[config.mk]
export PLATFORM = sky130hd
export DESIGN_NAME = register_writeback
export DESIGN_NICKNAME = d
export VERILOG_FILES = /design/src/rtl/register_writeback_pkg.sv /design/src/rtl/register_writeback_pending_fifo.sv /design/src/rtl/register_writeback.sv
export SDC_FILE = /design/constraint.sdc
export NUM_CORES = 2
export LEC_CHECK = 0
export ABC_AREA = 1
export ABC_CLOCK_PERIOD_IN_PS = 2550
export CAP_MARGIN = 20
export CORE_ASPECT_RATIO = 1.4
export CORE_MARGIN = 4
export CORE_UTILIZATION = 43
export DETAILED_ROUTE_END_ITERATION = 7
export HOLD_SLACK_MARGIN = 0.15
export SLEW_MARGIN = 10
export SYNTH_ARGS = -nofsm -noshare
export SYNTH_HDL_FRONTEND = slang
export SYNTH_HIERARCHICAL = 1
export SYNTH_SLANG_ARGS = --single-unit
[constraint.sdc]
create_clock -name clk -period 2.55 [get_ports clk]
set_input_delay 0.51 -clock clk [delete_from_list [all_inputs] [get_ports clk]]
set_output_delay 0.51 -clock clk [all_outputs]
set_load 0.1 [all_outputs]
[src/rtl/register_writeback_pkg.sv]
// Shared definitions for the register write-back block.
//   REG_COUNT  : number of architectural registers
//   REG_ADDR_W : register address width
//   XLEN       : register data width
//   ZERO_REG   : index of the hard-wired zero register
//   wb_entry_t : one pending ALU write {valid, addr, data}
package register_writeback_pkg;

  localparam int REG_COUNT  = 32;
  localparam int REG_ADDR_W = 5;
  localparam int XLEN       = 32;

  localparam logic [REG_ADDR_W-1:0] ZERO_REG = '0;

  typedef struct packed {
    logic                  valid;
    logic [REG_ADDR_W-1:0] addr;
    logic [XLEN-1:0]       data;
  } wb_entry_t;

endpackage

[src/rtl/register_writeback_pending_fifo.sv]
// wb_pending_fifo: small FIFO of ALU writes waiting for a free register-file
// write port.
//   clk, reset_n            : clock, asynchronous active-low reset
//   push/push_addr/push_data: enqueue a new valid entry at the tail
//   pop                     : drop the head entry (ignored when empty)
//   inval_req/inval_addr    : clear the valid bit of every stored entry whose
//                             address matches (the slot being pushed this
//                             cycle is younger and is not affected)
//   count                   : number of occupied slots (valid or not)
//   rd_ptr                  : slot index of the head (oldest) entry
//   head                    : head entry
//   entries                 : all slots, for the bypass read muxes
module wb_pending_fifo
  import register_writeback_pkg::*;
#(
  parameter int DEPTH = 2,
  localparam int PTR_W = $clog2(DEPTH)
) (
  input  logic                  clk,
  input  logic                  reset_n,
  input  logic                  push,
  input  logic [REG_ADDR_W-1:0] push_addr,
  input  logic [XLEN-1:0]       push_data,
  input  logic                  pop,
  input  logic                  inval_req,
  input  logic [REG_ADDR_W-1:0] inval_addr,
  output logic [2:0]            count,
  output logic [PTR_W-1:0]      rd_ptr,
  output wb_entry_t             head,
  output wb_entry_t             entries [DEPTH]
);

  wb_entry_t          slots [DEPTH];
  logic [PTR_W-1:0]   wr_ptr;
  logic [PTR_W-1:0]   rd_ptr_q;
  logic [2:0]         count_q;
  logic               is_full;
  logic               is_empty;
  logic               push_ok;
  logic               pop_ok;

  assign is_full  = (count_q == 3'(DEPTH));
  assign is_empty = (count_q == 3'd0);
  // A full FIFO can still accept a push when the head leaves the same cycle.
  assign push_ok  = push && (!is_full || (pop && !is_empty));
  assign pop_ok   = pop && !is_empty;

  // NOTE: every piece of sequential state is updated with non-blocking
  // assignments so all flops sample their inputs from the same pre-edge values.
  always_ff @(posedge clk or negedge reset_n) begin
    if (!reset_n) begin
      wr_ptr   <= '0;
      rd_ptr_q <= '0;
      count_q  <= '0;
      // NOTE: the slots are tiny, so they are reset too; this keeps the
      // bypass muxes free of X even for slots outside the occupied range.
      for (int i = 0; i < DEPTH; i++) begin
        slots[i] <= '0;
      end
    end else begin
      if (inval_req) begin
        for (int i = 0; i < DEPTH; i++) begin
          if (slots[i].addr == inval_addr) begin
            slots[i].valid <= 1'b0;
          end
        end
      end
      // Later assignment wins, so a fresh push is never hit by the invalidate.
      if (push_ok) begin
        slots[wr_ptr] <= '{valid: 1'b1, addr: push_addr, data: push_data};
        wr_ptr        <= wr_ptr + 1'b1;
      end
      if (pop_ok) begin
        rd_ptr_q <= rd_ptr_q + 1'b1;
      end
      case ({push_ok, pop_ok})
        2'b10:   count_q <= count_q + 3'd1;
        2'b01:   count_q <= count_q - 3'd1;
        default: count_q <= count_q;
      endcase
    end
  end

  assign count   = count_q;
  assign rd_ptr  = rd_ptr_q;
  assign head    = slots[rd_ptr_q];
  assign entries = slots;

endmodule

[src/rtl/register_writeback.sv]
// register_writeback: 32x32 register file with two write sources.
// The memory (load) write always owns the single array write port; ALU
// writes go straight to the array when the port is free and nothing is
// queued, otherwise they wait in wb_pending_fifo and drain in idle cycles.
//   clk, reset_n                       : clock, async active-low reset
//   mem_write_req/addr/data            : load write-back
//   alu_write_req/addr/data            : ALU write-back
//   rs1_addr/rs2_addr                  : read addresses
//   rs1_value/rs2_value                : combinational read data with bypass
//   stall                              : pending buffer full
//   pending_count                      : buffered ALU writes
//   overflow_err                       : sticky, an ALU write was dropped
module register_writeback
  import register_writeback_pkg::*;
#(
  parameter int PEND_DEPTH = 2
) (
  input  logic                  clk,
  input  logic                  reset_n,
  input  logic                  mem_write_req,
  input  logic [REG_ADDR_W-1:0] mem_write_addr,
  input  logic [XLEN-1:0]       mem_write_data,
  input  logic                  alu_write_req,
  input  logic [REG_ADDR_W-1:0] alu_write_addr,
  input  logic [XLEN-1:0]       alu_write_data,
  input  logic [REG_ADDR_W-1:0] rs1_addr,
  input  logic [REG_ADDR_W-1:0] rs2_addr,
  output logic [XLEN-1:0]       rs1_value,
  output logic [XLEN-1:0]       rs2_value,
  output logic                  stall,
  output logic [2:0]            pending_count,
  output logic                  overflow_err
);

  localparam int PTR_W = $clog2(PEND_DEPTH);

  logic [XLEN-1:0]       regs [REG_COUNT];

  logic                  mem_valid;
  logic                  alu_valid;
  logic                  buf_empty;
  logic                  buf_full;
  logic                  alu_direct;
  logic                  buf_pop;
  logic                  buf_push;
  logic                  alu_drop;
  logic [2:0]            buf_count;
  logic [PTR_W-1:0]      buf_rd_ptr;
  wb_entry_t             buf_head;
  wb_entry_t             buf_entries [PEND_DEPTH];

  logic                  wr_en;
  logic [REG_ADDR_W-1:0] wr_addr;
  logic [XLEN-1:0]       wr_data;

  // Writes to x0 are filtered here so they never reach the array or buffer.
  assign mem_valid  = mem_write_req && (mem_write_addr != ZERO_REG);
  assign alu_valid  = alu_write_req && (alu_write_addr != ZERO_REG);
  assign buf_empty  = (buf_count == 3'd0);
  assign buf_full   = (buf_count == 3'(PEND_DEPTH));
  assign alu_direct = alu_valid && !mem_valid && buf_empty;
  // The head drains whenever the load path leaves the write port free.
  assign buf_pop    = !mem_valid && !buf_empty;
  assign buf_push   = alu_valid && !alu_direct && (!buf_full || buf_pop);
  assign alu_drop   = alu_valid && !alu_direct && buf_full && !buf_pop;

  wb_pending_fifo #(
    .DEPTH (PEND_DEPTH)
  ) u_pending (
    .clk        (clk),
    .reset_n    (reset_n),
    .push       (buf_push),
    .push_addr  (alu_write_addr),
    .push_data  (alu_write_data),
    .pop        (buf_pop),
    .inval_req  (mem_valid),
    .inval_addr (mem_write_addr),
    .count      (buf_count),
    .rd_ptr     (buf_rd_ptr),
    .head       (buf_head),
    .entries    (buf_entries)
  );

  // Single array write port. alu_direct and buf_pop are mutually exclusive
  // (one needs an empty buffer, the other a non-empty one).
  always_comb begin
    // NOTE: defaults first so every path assigns every output; no latches.
    wr_en   = 1'b0;
    wr_addr = '0;
    wr_data = '0;
    if (mem_valid) begin
      wr_en   = 1'b1;
      wr_addr = mem_write_addr;
      wr_data = mem_write_data;
    end else if (alu_direct) begin
      wr_en   = 1'b1;
      wr_addr = alu_write_addr;
      wr_data = alu_write_data;
    end else if (buf_pop && buf_head.valid) begin
      // Invalidated heads pop without touching the array.
      wr_en   = 1'b1;
      wr_addr = buf_head.addr;
      wr_data = buf_head.data;
    end
  end

  always_ff @(posedge clk or negedge reset_n) begin
    if (!reset_n) begin
      for (int i = 0; i < REG_COUNT; i++) begin
        regs[i] <= '0;
      end
    end else if (wr_en) begin
      regs[wr_addr] <= wr_data;
    end
  end

  always_ff @(posedge clk or negedge reset_n) begin
    if (!reset_n) begin
      overflow_err <= 1'b0;
    end else if (alu_drop) begin
      overflow_err <= 1'b1;
    end
  end

  assign stall         = buf_full;
  assign pending_count = buf_count;

  // One bypass mux per read port. Priority, lowest to highest: array,
  // buffered entries oldest to youngest, incoming mem, incoming ALU.
  for (genvar p = 0; p < 2; p++) begin : g_read_port
    logic [REG_ADDR_W-1:0] addr;
    logic [XLEN-1:0]       value;
    logic [PTR_W-1:0]      slot;

    assign addr = (p == 0) ? rs1_addr : rs2_addr;

    always_comb begin
      value = regs[addr];
      slot  = '0;
      for (int k = 0; k < PEND_DEPTH; k++) begin
        slot = buf_rd_ptr + PTR_W'(k);
        if ((3'(k) < buf_count) && buf_entries[slot].valid &&
            (buf_entries[slot].addr == addr)) begin
          value = buf_entries[slot].data;
        end
      end
      if (mem_valid && (mem_write_addr == addr)) begin
        value = mem_write_data;
      end
      if (alu_valid && (alu_write_addr == addr)) begin
        value = alu_write_data;
      end
      if (!reset_n || (addr == ZERO_REG)) begin
        value = '0;
      end
    end
  end

  assign rs1_value = g_read_port[0].value;
  assign rs2_value = g_read_port[1].value;

endmodule

==> reports/qor.csv <==
metric;value;unit
ys_seq_area_frac;0.400;
setup_ws;-1150;ps
max_stage_delay;520;ps
nNetsFinal;11500;
crit_path_top_delay_cell;dfrtp_4;
clock_latency;800;ps
syn-cell-area;0.0693;mm²
maxCapViolCount;0;
total_power;87.9;mW
clkPwrFrac;0.211;
crit_path_frequent_cell;buf_12;
htreeDepth;3;
finalSetupViolCount;1088;
gp_congestion;0.969;
syn_avg_cell_area;6.20;µm²
drc;1;
initial_core_util;0.432;
synthCells;11200;
ys_ff_latch;1106;
worstSetupStartpointType;flip-flop;
tightest_slew;1010;ps
async_reset_ff_frac;1.00;
synth_nets;11300;
ir_worst_vdd;0.876;mV
drt-initial-drc-count;9752;
portBuffers;156;
power_density;1010;mW/mm²
synthSimpleGateAreaFrac;0.425;
yosysWarnings;6;
crit_chain;clkbuf_16 -> nand2_4 -> nand2_4 -> inv_2 -> o211ai_1 -> buf_4 -> nor2_4 -> buf_12 -> buf_12 -> clkbuf_16 -> a21oi_1 -> nand2_1 -> a21oi_4 -> buf_12;
dp_hpwl;204;mm
synthAdderAreaFrac;0.000470;
synth_top_family_by_area;simple AND/OR/NAND/NOR gates;
synth-xor-area-share;0.00354;
viasPerCell;5.60;
num_vias;76500;
tritoncts;built;
synth_top_area_frac;0.400;
violations;DRC, setup timing;
antenna_found_initial;6;
finalHoldViolations;0;
clockBufferDepth;3;
ys_types;35;
synth_edf_count;0;
crit_buf_inv;7;
sw_frac_of_total;0.439;
power_frac_comb;0.443;
dieHeight;483;µm
leakage;44.9;nW
die_w;347;µm
worstPathArrival;3190;ps
crit_type;flip-flop to output port;
yosys.area.top_type;dfrtp_1;
internal_power;49.3;mW
synthTopCellsByArea;dfrtp_1 (40%), nand2_1 (31%), nand3_1 (6.1%), nor2_1 (5.1%), o21ai_0 (4.3%);
seq_area;0.0277;mm²
grt_pass1_vias;72200;
io_pins;157;
grt-ovfl-total;0;
worstPathRequired;2040;ps
fin_crit_sh;1.45;
grt_pass1_wl;448;mm
root_buffer;clkbuf_16;
rows;174;
clkTransAtPathRegs;60;ps
sequentialPowerShare;0.345;
rsz0062_at_grt;true;
drt_pass1_iterations;8;
p_switching;38.6;mW
antenna_left;0;
synth_common_cells;nand2_1 (5,682), dfrtp_1 (1,106), nor2_1 (933);
worstPathMaxFanout;7;
synthMuxAreaShare;0.00536;
cp_top_family;buffers and inverters;
die_area;0.168;mm²
synth-compound-area-share;0.0860;
ys.flop_type;dfrtp_1;
drv_slew;0;
post-route-util;0.541;
grt_usage;0.347;
multi_input_area;0.0377;mm²
postRouteWirelength;311;mm
synth_most_common_cell;nand2_1;
core-area;0.160;mm²
clock_skew;36.4;ps
grt_max_degree;139;
cts_buffers;117;
status;finished, violations left;
fmax;270;MHz
period_minus_slack;3700;ps
fin_tns_setup;-310560;ps
wl_per_cell;22.8;µm
clkSinkCount;1106;
synthToLayoutAreaGrowth;25.3;%
fillerInstances;15500;
end_kind;output port;
drive_gt1_frac;0.127;
hold_class;input pin to flip-flop;
max_slew_margin;0.330;
## placed cells by master, fill, tap and decap left out, types with 8 or more instances in the layout
| cell | count |
|---|---|
| o21ai_2 | 24 |
| clkinv_2 | 29 |
| nor2_2 | 31 |
| xnor2_1 | 18 |
| buf_12 | 349 |
| bufinv_16 | 12 |
| a21oi_4 | 66 |
| o21ai_0 | 570 |
| nor2_4 | 29 |
| o211ai_1 | 71 |
| nand3_1 | 818 |
| mux2_2 | 32 |
| a21oi_2 | 8 |
| clkbuf_16 | 147 |
| or2_2 | 17 |
| xor2_1 | 8 |
| o21ai_1 | 35 |
| nand3_2 | 30 |
| inv_6 | 8 |
| clkdlybuf4s50_1 | 76 |
| nand2_2 | 77 |
| buf_6 | 31 |
| inv_1 | 535 |
| a21oi_1 | 272 |
| nor2_1 | 889 |
| dfrtp_1 | 1102 |
| buf_4 | 470 |
| nand2_4 | 12 |
| nand2_1 | 5591 |
| clkbuf_8 | 32 |
| clkbuf_1 | 20 |
| o21bai_1 | 62 |
| inv_2 | 15 |
## worst min-delay path: stages
cell,delay (ps)
clkdlybuf4s50_1,460
inv_1,90
o21ai_1,70
## final timing paths
kind	startpoint	endpoint	slack, ps	cells after the start
max	u_pending/rd_ptr$_DFFE_PN0P_	rs2_value[15]	-1150	14
min	alu_write_data[16]	u_pending/entries[54]$_DFFE_PN0P_	390	3
max reg2reg	u_pending/rd_ptr$_DFFE_PN0P_	regs[767]$_DFFE_PN0P_	-450	17
min reg2reg	regs[649]$_DFFE_PN0P_	regs[649]$_DFFE_PN0P_	470	2
max in group asynchronous	reset_n	regs[8]$_DFFE_PN0P_	340	4
min in group asynchronous	reset_n	regs[680]$_DFFE_PN0P_	700	3
## what timing repair did
action,in CTS,in global routing
gates cloned,0,38
gates resized for setup,37,227
buffers inserted,1,29
hold buffers,1,0
endpoints found under the setup margin,622,1085
endpoints found under the hold margin,246,0
pin swaps,5,86
## power by group through the flow
stage               Combinational (mW)  Clock [mW]  Sequential, mW
global route                      42.5        19.5            31.1
floorplan                         23.0           0            28.9
global placement                  35.5           0            30.1
detailed placement                36.2           0            30.2
CTS                               36.5        18.7            30.0
finish                            39.0        18.6            30.3
## metal layers
| layer | global-route usage | wire, µm | vias to the layer above |
|---|---|---|---|
| met2 | 0.556 | 141000 | 4385 |
| met3 | 0.0768 | 32100 | 1121 |
| li1 | - | - | 35100 |
| met5 | 0 | 64 | - |
| met4 | 0.164 | 19400 | 8 |
| met1 | 0.447 | 118000 | 35900 |
## layout make-up
| type | count | share of cell area |
|---|---|---|
| Antenna cell | 1 | 0.0000288 |
| Clock buffer | 169 | 0.0397 |
| Clock inverter | 51 | 0.00740 |
| Inverter | 563 | 0.0253 |
| Multi-Input combinational cell | 8691 | 0.434 |
| Sequential cell | 1106 | 0.319 |
| Tap cell | 2112 | 0.0304 |
| Timing Repair Buffer | 963 | 0.144 |
## kinds of logic (layout without fill, tap and decap cells)
group | Yosys count | in the layout
buffers and inverters | 1384 | 1746
XOR/XNOR | 28 | 28
flip-flops | 1106 | 1106
AND/OR/NAND/NOR | 7518 | 7518
adder cells (fa/ha/maj) | 2 | 2
AO/OA/AOI/OAI | 1110 | 1110
other | 0 | 1
multiplexers | 33 | 33
## state kept, by name, indices dropped and copies added, names as in the netlist
register / cells
overflow_err: 1
u_pending/rd_ptr: 1
u_pending/wr_ptr: 1
u_pending/entries: 76
regs: 1024
u_pending/count: 3
## through the flow
stage | worst slack (ps) | instances | hold WS (ps) | instance area (µm²)
after CTS | -1140 | 13600 | 352 | 85000
after global placement | -745 | 13400 | 453 | 80700
final | -1150 | 13700 | 390 | 86800
after detailed placement | -775 | 13400 | 458 | 80700
after floorplan | -329 | 11200 | 214 | 70500
after global routing | -1260 | 13700 | 400 | 86800
(Power assumes the default switching activity.)
